--- src/rtl/uc_bus_pkg.sv ---
//------------------------------------------------------------------------
// uc_bus_pkg: uc_out field layout and arbiter state encoding
// Rev 1.0
//------------------------------------------------------------------------
`default_nettype none

package uc_bus_pkg;

    localparam int UC_WORD_W    = 30;

    localparam int UC_ADDR_MSB  = 29;
    localparam int UC_ADDR_LSB  = 27;
    localparam int UC_BLK_CMD   = 26;
    localparam int UC_BLK_LEN_MSB  = 25;
    localparam int UC_BLK_LEN_LSB  = 18;
    localparam int UC_XFER_CMD  = 17;
    localparam int UC_XFER_BYTE_MSB = 16;
    localparam int UC_XFER_BYTE_LSB = 9;
    localparam int UC_TRIG_CMD  = 8;
    localparam int UC_TRIG_BYTE_MSB = 7;
    localparam int UC_TRIG_BYTE_LSB = 0;

    typedef enum logic [1:0] {
        IDLE  = 2'd0,
        DRIVE = 2'd1,
        GAP   = 2'd2
    } arb_state_t;

endpackage

`default_nettype wire

--- src/rtl/uc_rr_picker.sv ---
//------------------------------------------------------------------------
// uc_rr_picker: first set bit of cand at or after rr_ptr, wrapping
// Rev 1.0
//------------------------------------------------------------------------
`default_nettype none

module uc_rr_picker #(
    parameter int NUM_REQ = 4
) (
    input  logic [NUM_REQ-1:0] cand,
    input  logic [2:0]         rr_ptr,
    output logic               found,
    output logic [2:0]         idx
);

    // Pass one scans rr_ptr..top; pass two only matters when nothing was found there.
    always_comb begin
        found = 1'b0;
        idx   = 3'd0;
        for (int j = 0; j < NUM_REQ; j++) begin
            if (!found && cand[j] && (j >= int'(rr_ptr))) begin
                found = 1'b1;
                idx   = 3'(j);
            end
        end
        for (int j = 0; j < NUM_REQ; j++) begin
            if (!found && cand[j]) begin
                found = 1'b1;
                idx   = 3'(j);
            end
        end
    end

endmodule

`default_nettype wire

--- src/rtl/uc_out_arbiter.sv ---
//------------------------------------------------------------------------
// uc_out_arbiter: trigger-first round-robin owner of the uc_out host bus
// Rev 1.0
//------------------------------------------------------------------------
`default_nettype none

module uc_out_arbiter
    import uc_bus_pkg::*;
#(
    parameter int NUM_REQ         = 4,
    parameter int HOLD_CYCLES     = 4,
    parameter int GAP_CYCLES      = 1,
    parameter int ADDR_FROM_GRANT = 1
) (
    input  logic                           uc_clk,
    input  logic                           uc_reset,
    input  logic [NUM_REQ-1:0]             req_valid,
    input  logic [UC_WORD_W*NUM_REQ-1:0]   req_word,
    output logic [NUM_REQ-1:0]             req_ack,
    output logic [UC_WORD_W-1:0]           uc_out,
    output logic                           busy,
    output logic [2:0]                     grant_id
);

    localparam int HW = (HOLD_CYCLES > 1) ? $clog2(HOLD_CYCLES) : 1;
    localparam int GW = (GAP_CYCLES  > 1) ? $clog2(GAP_CYCLES)  : 1;

    arb_state_t             state, state_nxt;
    logic [HW-1:0]          hold_cnt;
    logic [GW-1:0]          gap_cnt;
    logic [2:0]             rr_ptr;
    logic [NUM_REQ-1:0]     urgent;
    logic [NUM_REQ-1:0]     cand;
    logic                   found;
    logic [2:0]             pick_idx;
    logic [UC_WORD_W-1:0]   pick_word;
    logic                   grant_valid;
    logic                   hold_last;
    logic                   gap_last;

    for (genvar i = 0; i < NUM_REQ; i++) begin : g_urgent
        assign urgent[i] = req_valid[i] & req_word[UC_WORD_W*i + UC_TRIG_CMD];
    end

    assign cand = (|urgent) ? urgent : req_valid;

    uc_rr_picker #(
        .NUM_REQ (NUM_REQ)
    ) u_picker (
        .cand   (cand),
        .rr_ptr (rr_ptr),
        .found  (found),
        .idx    (pick_idx)
    );

    always_comb begin
        pick_word   = '0;
        grant_valid = 1'b0;
        for (int j = 0; j < NUM_REQ; j++) begin
            if (3'(j) == pick_idx)
                pick_word = req_word[UC_WORD_W*j +: UC_WORD_W];
            if (3'(j) == grant_id)
                grant_valid = req_valid[j];
        end
        if (ADDR_FROM_GRANT != 0)
            pick_word[UC_ADDR_MSB:UC_ADDR_LSB] = pick_idx;
    end

    assign hold_last = (hold_cnt == HW'(HOLD_CYCLES - 1));
    assign gap_last  = (gap_cnt  == GW'(GAP_CYCLES - 1));

    always_ff @(posedge uc_clk) begin
        if (!uc_reset)
            state <= IDLE;
        else
            state <= state_nxt;
    end

    // Withdrawal takes priority over completion, so a dropped valid never acks.
    always_comb begin
        state_nxt = state;
        case (state)
            IDLE:    if (found) state_nxt = DRIVE;
            DRIVE:   if (!grant_valid || hold_last) state_nxt = GAP;
            GAP:     if (gap_last) state_nxt = IDLE;
            default: state_nxt = IDLE;
        endcase
    end

    // uc_out itself is the latched copy of the granted word.
    always_ff @(posedge uc_clk) begin
        if (!uc_reset) begin
            uc_out   <= '0;
            grant_id <= 3'd0;
            rr_ptr   <= 3'd0;
            hold_cnt <= '0;
            gap_cnt  <= '0;
        end else begin
            case (state)
                IDLE: begin
                    if (found) begin
                        grant_id <= pick_idx;
                        uc_out   <= pick_word;
                        hold_cnt <= '0;
                    end
                end
                DRIVE: begin
                    hold_cnt <= hold_cnt + 1'b1;
                    if (state_nxt == GAP) begin
                        uc_out  <= '0;
                        gap_cnt <= '0;
                        rr_ptr  <= (grant_id == 3'(NUM_REQ - 1)) ? 3'd0 : grant_id + 3'd1;
                    end
                end
                GAP: gap_cnt <= gap_cnt + 1'b1;
                default: ;
            endcase
        end
    end

    always_comb begin
        req_ack = '0;
        for (int j = 0; j < NUM_REQ; j++)
            req_ack[j] = uc_reset && (state == DRIVE) && hold_last && grant_valid
                         && (3'(j) == grant_id);
    end

    assign busy = (state != IDLE);

endmodule

`default_nettype wire
--- config.mk ---
export PLATFORM = sky130hd
export DESIGN_NAME = uc_out_arbiter
export DESIGN_NICKNAME = d
export VERILOG_FILES = /design/src/rtl/uc_bus_pkg.sv /design/src/rtl/uc_rr_picker.sv /design/src/rtl/uc_out_arbiter.sv
export SDC_FILE = /design/constraint.sdc
export NUM_CORES = 1
export LEC_CHECK = 0
export ABC_AREA = 1
export CAP_MARGIN = 20
export CORE_MARGIN = 4
export CORE_UTILIZATION = 36
export CTS_CLUSTER_DIAMETER = 80
export DETAILED_ROUTE_END_ITERATION = 10
export GPL_ROUTABILITY_DRIVEN = 0
export PLACE_DENSITY_LB_ADDON = 0.15
export SYNTH_ARGS = -nofsm -noshare
export SYNTH_HDL_FRONTEND = slang
export SYNTH_HIERARCHICAL = 1
export SYNTH_SLANG_ARGS = --single-unit
--- constraint.sdc ---
create_clock -name uc_clk -period 2.7 [get_ports uc_clk]
set_input_delay 0.675 -clock uc_clk [delete_from_list [all_inputs] [get_ports uc_clk]]
set_output_delay 0.675 -clock uc_clk [all_outputs]
set_load 0.05 [all_outputs]
==> run metrics, run 1 <==
Worst Tran Pin Value=0.561 ns; final setup vio count=4; status=finished with violations; max-cap violation count=0; Starting DRT DRC Count=156; Final min period=2.72 ns; Synth Net Count=638; placed cell areas=4870 um^2; failing checks=setup timing; post-synth top area cell=dfxtp_1; ranking of synthesized cells by area=dfxtp_1, o21ai_1, a21oi_1; Die Height=101 um; grt total ovfl=0; crit end category=flop; worst min path class=reg2reg; Tcrit/Tclk final=1.01; Die Wd=101 um; Max Freq=367 MHz; Site Rows=33; Clock Latency Late Sink=0.29 ns; M3 GR Usage=0.0581; Antenna Cells=0; Routed WL per cell=15.4 um; Most used DFF post-synth=dfxtp_1; die footprint=10200 um^2; CP Data Required Time=2.93 ns; total wire length=12300 um; Mapped Avg Cell Area=6.12 um^2; I/O pin count=164; Initial Util=0.374; core area=8300 um^2; first-pass GRT wire length=19000 um; Cells after DPL=763; Slew HR=0.625; first-pass iteration count of the detailed router=4; CTS tree=built; post-synthesis cell type count=31; Final Max Slew Viols=0; post-route insts no fill=798; fraction of layout cells with a size suffix above 1=0.229; clock sinks=41; share of the synthesized area in the top cell type=0.265; gr usage total=0.232; post-DP HPWL=8740 um; RSZ-0062 raised after global routing=true; yosys warns=6; pin count of the biggest net entering global routing=64; WP data arrival=2.96 ns; Pleak=2.34 nW; EDFF count, synth=0; Clock Skews=0.00593 ns; Longest Clk Path Bufs=2; vias in the first global route=4102; Final WS setup=-0.0241 ns; GR Util met2=0.409; GR Util met1=0.272; Final Cell Area=5530 um^2; Clk pin slew, worst setup/hold paths=0.08 ns; Clk Tree Root Cell=clkbuf_8; share of synthesized registers carrying an async set or reset=0; initial antenna violation count=0; I/O Buffers=151; H-tree depth=2; Syn-to-layout area delta=78.1%; via count=4093; crit start category=input port; Synth Cell Area=3100 um^2; TritonCTS buffer count=5; Worst VDD drop=0.555 mV; vias per cell=5.13; pwr/cell area=1120 nW/um^2; register bit total from synthesis=41; Worst Path Max Fanout=8; Final ANT Viol Nets=0; critical setup path kind=in2reg; drt drc=0; gr busiest metal=met2; nets=823; Hold Vio Cnt, Final=0; share of synthesized area occupied by flip-flops and latches=0.265; Mapped Cells=507
power breakdown:
part / internal (W) / total (W) / switching (W)
Sequential: 0.000904 / 0.00111 / 0.000206
Clock: 0.000302 / 0.000527 / 0.000225
Combinational: 0.00174 / 0.00453 / 0.00279
Total: 0.00295 / 0.00617 / 0.00322
cells in the mapped netlist, types with 2 or more instances:
master    count
o21ai_1      84
inv_1        72
a21oi_1      68
nand2_1      57
nor2_1       51
dfxtp_1      41
nand3_1      39
o21ai_0      14
clkbuf_1     12
buf_2        10
inv_2         8
buf_4         7
nand4_1       7
a31oi_1       5
buf_6         5
ha_1          5
nand3_2       4
nand2_4       3
nand2_2       2
nor2_2        2
per-stage QoR:
| stage | TNS (ns) | hold slack [ns] | setup slack, ns | utilization | power, W |
|---|---|---|---|---|---|
| final | -0.0574 | 0.490 | -0.0241 | 0.666 | 0.00617 |
| after detailed placement | -24.29 | 0.480 | -0.865 | 0.587 | 0.00521 |
| after floorplan | -0.599 | 0.452 | -0.160 | - | 0.00401 |
| after CTS | 0 | 0.492 | 0.00273 | 0.628 | 0.00593 |
| after global routing | -3.58 | 0.520 | -0.205 | 0.666 | 0.00664 |
| after global placement | -21.26 | 0.471 | -0.797 | 0.587 | 0.00516 |
path summary, 6_finish.rpt:
path                                         startpoint  cells after the start                       to  slack [ns]
worst min-delay path            uc_out[27]$_SDFFE_PN0P_                      2  uc_out[27]$_SDFFE_PN0P_        0.49
worst max-delay path                       req_valid[0]                     20  uc_out[17]$_SDFFE_PN0P_       -0.02
worst max register to register   rr_ptr[2]$_SDFFE_PN0P_                     15  uc_out[17]$_SDFFE_PN0P_        0.47
worst min register to register  uc_out[27]$_SDFFE_PN0P_                      2  uc_out[27]$_SDFFE_PN0P_        0.49
placed cells by master (no fill, tap or decap), types with 2 or more instances in the layout:
cell / instances
o21ai_1: 70
a21oi_2: 4
a31oi_1: 5
ha_1: 4
nor2_4: 3
buf_4: 44
inv_4: 2
buf_12: 6
o21ai_0: 8
nand3_2: 2
nand2_4: 6
nor2_1: 43
inv_2: 14
clkdlybuf4s50_1: 139
o21ai_2: 19
dfxtp_1: 39
a21oi_1: 63
nand3_4: 2
dfxtp_4: 2
inv_1: 64
buf_8: 3
clkbuf_8: 6
nand2_1: 48
nand4_1: 7
nor2_2: 8
buf_6: 17
nand2_2: 8
clkbuf_16: 2
nand3_1: 39
layer usage:
layer | wire length (um) | vias to the layer above
met5 | 0 | -
met4 | 314 | 0
met3 | 1030 | 24
met2 | 5880 | 158
met1 | 5050 | 1864
li1 | - | 2047
state kept, by name (all words and copies together), names as in the netlist:
name / count
state: 2
gap_cnt: 1
uc_out: 30
rr_ptr: 3
grant_id: 3
hold_cnt: 2
cell type report:
type,count,area [um^2]
fillers,715,2770
repair buffers,212,2130
multi-input cells,352,2010
flip-flops and latches,41,828
inverters,80,305
well taps,105,131
clock buffers,7,86.3
clock inverters,1,30.0
cells by family (layout without fill, tap and decap cells):
logic type / count (synthesis) / after routing / share of synthesized area
buffers and inverters: 114 / 300 / 0.163
AND/OR/NAND/NOR: 170 / 170 / 0.261
AO/OA/AOI/OAI: 176 / 176 / 0.290
flip-flops: 41 / 41 / 0.265
other: 1 / 1 / 0.00121
adder cells (fa/ha/maj): 5 / 5 / 0.0202
worst max-delay path: stages:
cell	delay, ns
buf_6	0.08
inv_4	0.04
o2111ai_4	0.30
o21ai_2	0.13
inv_2	0.10
nor2_4	0.05
buf_6	0.13
a21oi_2	0.10
nand2_1	0.07
nor2_2	0.12
nor2_2	0.04
nand2_2	0.13
buf_6	0.14
nand3_4	0.13
buf_6	0.17
o21ai_1	0.15
o21ai_1	0.10
a21oi_1	0.13
a21oi_1	0.06
nor2_1	0.11
what timing repair did:
item,4_1_cts,5_1_grt
gates resized for setup,63,70
setup buffers,13,12
hold buffers,0,0
pin swaps,21,47
gates cloned,0,2
setup endpoints to repair,33,31
Power figures use the tool's default switching activity.
==> run 2, diff against run 1 <==
Settings changed: CORE_UTILIZATION 36 to 40, GPL_TIMING_DRIVEN from default to 0.
Clock period 2.7 ns to 2.91 ns, I/O delays scaled along.
==> run 2 against run 1 <==
Effect of this change:
- the flow now finishes without violations
- sequential share of layout area is 0.31 points higher
- sequential cell count stayed put
- critical path depth decreased by 10
- final area fell by 2.8%
- cell count down 1.4%
- global-route usage rose by 3.1 points
- largest power group unchanged
==> run metrics, run 2 (synthesis results as in run 1) <==
status=completed; total wire length=12800 um; CP Data Required Time=2.18 ns; Clock Skews=0.00826 ns; Site Rows=31; Worst VDD drop=0.471 mV; sw frac=0.528; first-pass GRT wire length=18900 um; Syn-to-layout area delta=73.2%; clock sinks=41; internal cell power=0.00282 W; I/O Buffers=151; Final min period=2.87 ns; Slowest-stage cell, CP=dfxtp_1; Cells after DPL=757; vias in the first global route=4060; crit end category=output pin; pin count of the biggest net entering global routing=15; Clk Tree Root Cell=clkbuf_8; CTS tree=built; worst min path class=reg2reg; Die Height=96.1 um; TritonCTS buffer count=5; combinational share of power=0.735; register area=822 um^2; core area=7410 um^2; Pleak=2.26 nW; Largest Register=uc_out; H-tree depth=2; top flop regs=uc_out (30), grant_id (3), rr_ptr (3); crit path cell chain=inv_1 -> ha_1 -> nand3_1 -> nand2_1 -> inv_1 -> nand2_1 -> nand2_2 -> nand4_1 -> nor2_1 -> buf_2; die footprint=9230 um^2; WP data arrival=2.15 ns; crit start category=flop; pwr/cell area=1110 nW/um^2; nets=818; final setup vio count=0; critical setup path kind=reg2out; Antenna Cells=0; Tcrit/Tclk final=0.987; number of fill cells in the layout=568; drt drc=0; initial antenna violation count=0; post-DP HPWL=9240 um; gr usage total=0.263; Final ANT Viol Nets=0; crit-path max cell delay=0.44 ns; clock share of power=0.095; post-route insts no fill=787; Clock Latency Late Sink=0.30 ns; Final Max Slew Viols=0; Design Power=0.00597 W; sw power=0.00315 W; I/O pin count=164; Worst Path Max Fanout=6; Starting DRT DRC Count=245; Max Freq=348 MHz; Clk pin slew, worst setup/hold paths=0.09 ns; fraction of layout cells with a size suffix above 1=0.205; via count=4112; Worst Tran Pin Value=0.549 ns; Hold Vio Cnt, Final=0; vias per cell=5.22; number of flip-flops in the largest register=30; Longest Clk Path Bufs=2; max-cap violation count=0; Seq pwr share=0.170; Die Wd=96.1 um; multi-input logic area=2040 um^2; Initial Util=0.419; Slew HR=0.633; most frequent cells in the layout=clkdlybuf4s50_1, o21ai_1, inv_1; final core occ=0.725; first-pass iteration count of the detailed router=5; grt total ovfl=0; most common cell after layout, fill and taps aside=clkdlybuf4s50_1; Routed WL per cell=16.3 um
## run 2: path summary, 6_finish.rpt
check / from / to / slack, ns / depth (start not counted)
worst min register to register: uc_out[29]$_SDFFE_PN0P_ / uc_out[29]$_SDFFE_PN0P_ / 0.49 / 2
worst max-delay path: grant_id[0]$_SDFFE_PN0P_ / req_ack[1] / 0.04 / 10
worst max register to register: rr_ptr[1]$_SDFFE_PN0P_ / uc_out[0]$_SDFFE_PN0P_ / 0.69 / 13
worst min-delay path: uc_out[29]$_SDFFE_PN0P_ / uc_out[29]$_SDFFE_PN0P_ / 0.49 / 2
## run 2: repair_timing
action,in CTS,in global routing
setup endpoints to repair,31,31
gates resized for setup,98,54
hold buffers,0,0
endpoints found under the hold margin,0,0
setup buffers,17,7
gates cloned,3,0
pin swaps,18,34
## run 2: per-layer routing
| layer | share of wire | vias to the layer above | routed length, um | global-route usage |
|---|---|---|---|---|
| met1 | 0.37 | 1855 | 4790 | 0.292 |
| met4 | 0.023 | 0 | 301 | 0.111 |
| met3 | 0.12 | 23 | 1520 | 0.0774 |
| met2 | 0.48 | 207 | 6210 | 0.463 |
| li1 | - | 2027 | - | - |
| met5 | 0 | - | 0 | 0 |
## run 2: cell type report
| type | instances | area share |
|---|---|---|
| sequential | 41 | 0.153 |
| timing repair buffer | 175 | 0.319 |
| buffer | 32 | 0.0422 |
| clock inverter | 3 | 0.0128 |
| tap | 99 | 0.0231 |
| inverter | 80 | 0.0571 |
| clock buffer | 5 | 0.0128 |
| multi-input combinational | 352 | 0.380 |
## run 2: power by group through the flow
stage	Sequential [W]	Combinational (W)	Clock (W)
finish	0.00102	0.00439	0.000566
global route	0.00105	0.00472	0.000583
CTS	0.00101	0.00419	0.000572
detailed placement	0.00102	0.00386	0
global placement	0.00101	0.00379	0
floorplan	0.00178	0.00194	0
## run 2: worst max-delay path, delay by kind of cell (launching register included)
kind	cells	cell delay (ns)
simple gates	6	0.70
fa+ha+maj	1	0.24
flops	1	0.44
buf+inv	3	0.46
## run 2: through the flow
step	hold slack (ns)	setup slack (ns)	area [um^2]	setup TNS (ns)
final	0.491	0.0373	5370	0
after floorplan	0.452	-0.00268	3110	-0.00805
after global placement	0.467	-0.909	4740	-25.14
after detailed placement	0.478	-1.01	4740	-28.70
after global routing	0.503	-0.0600	5370	-0.240
after CTS	0.493	0.00171	5270	0
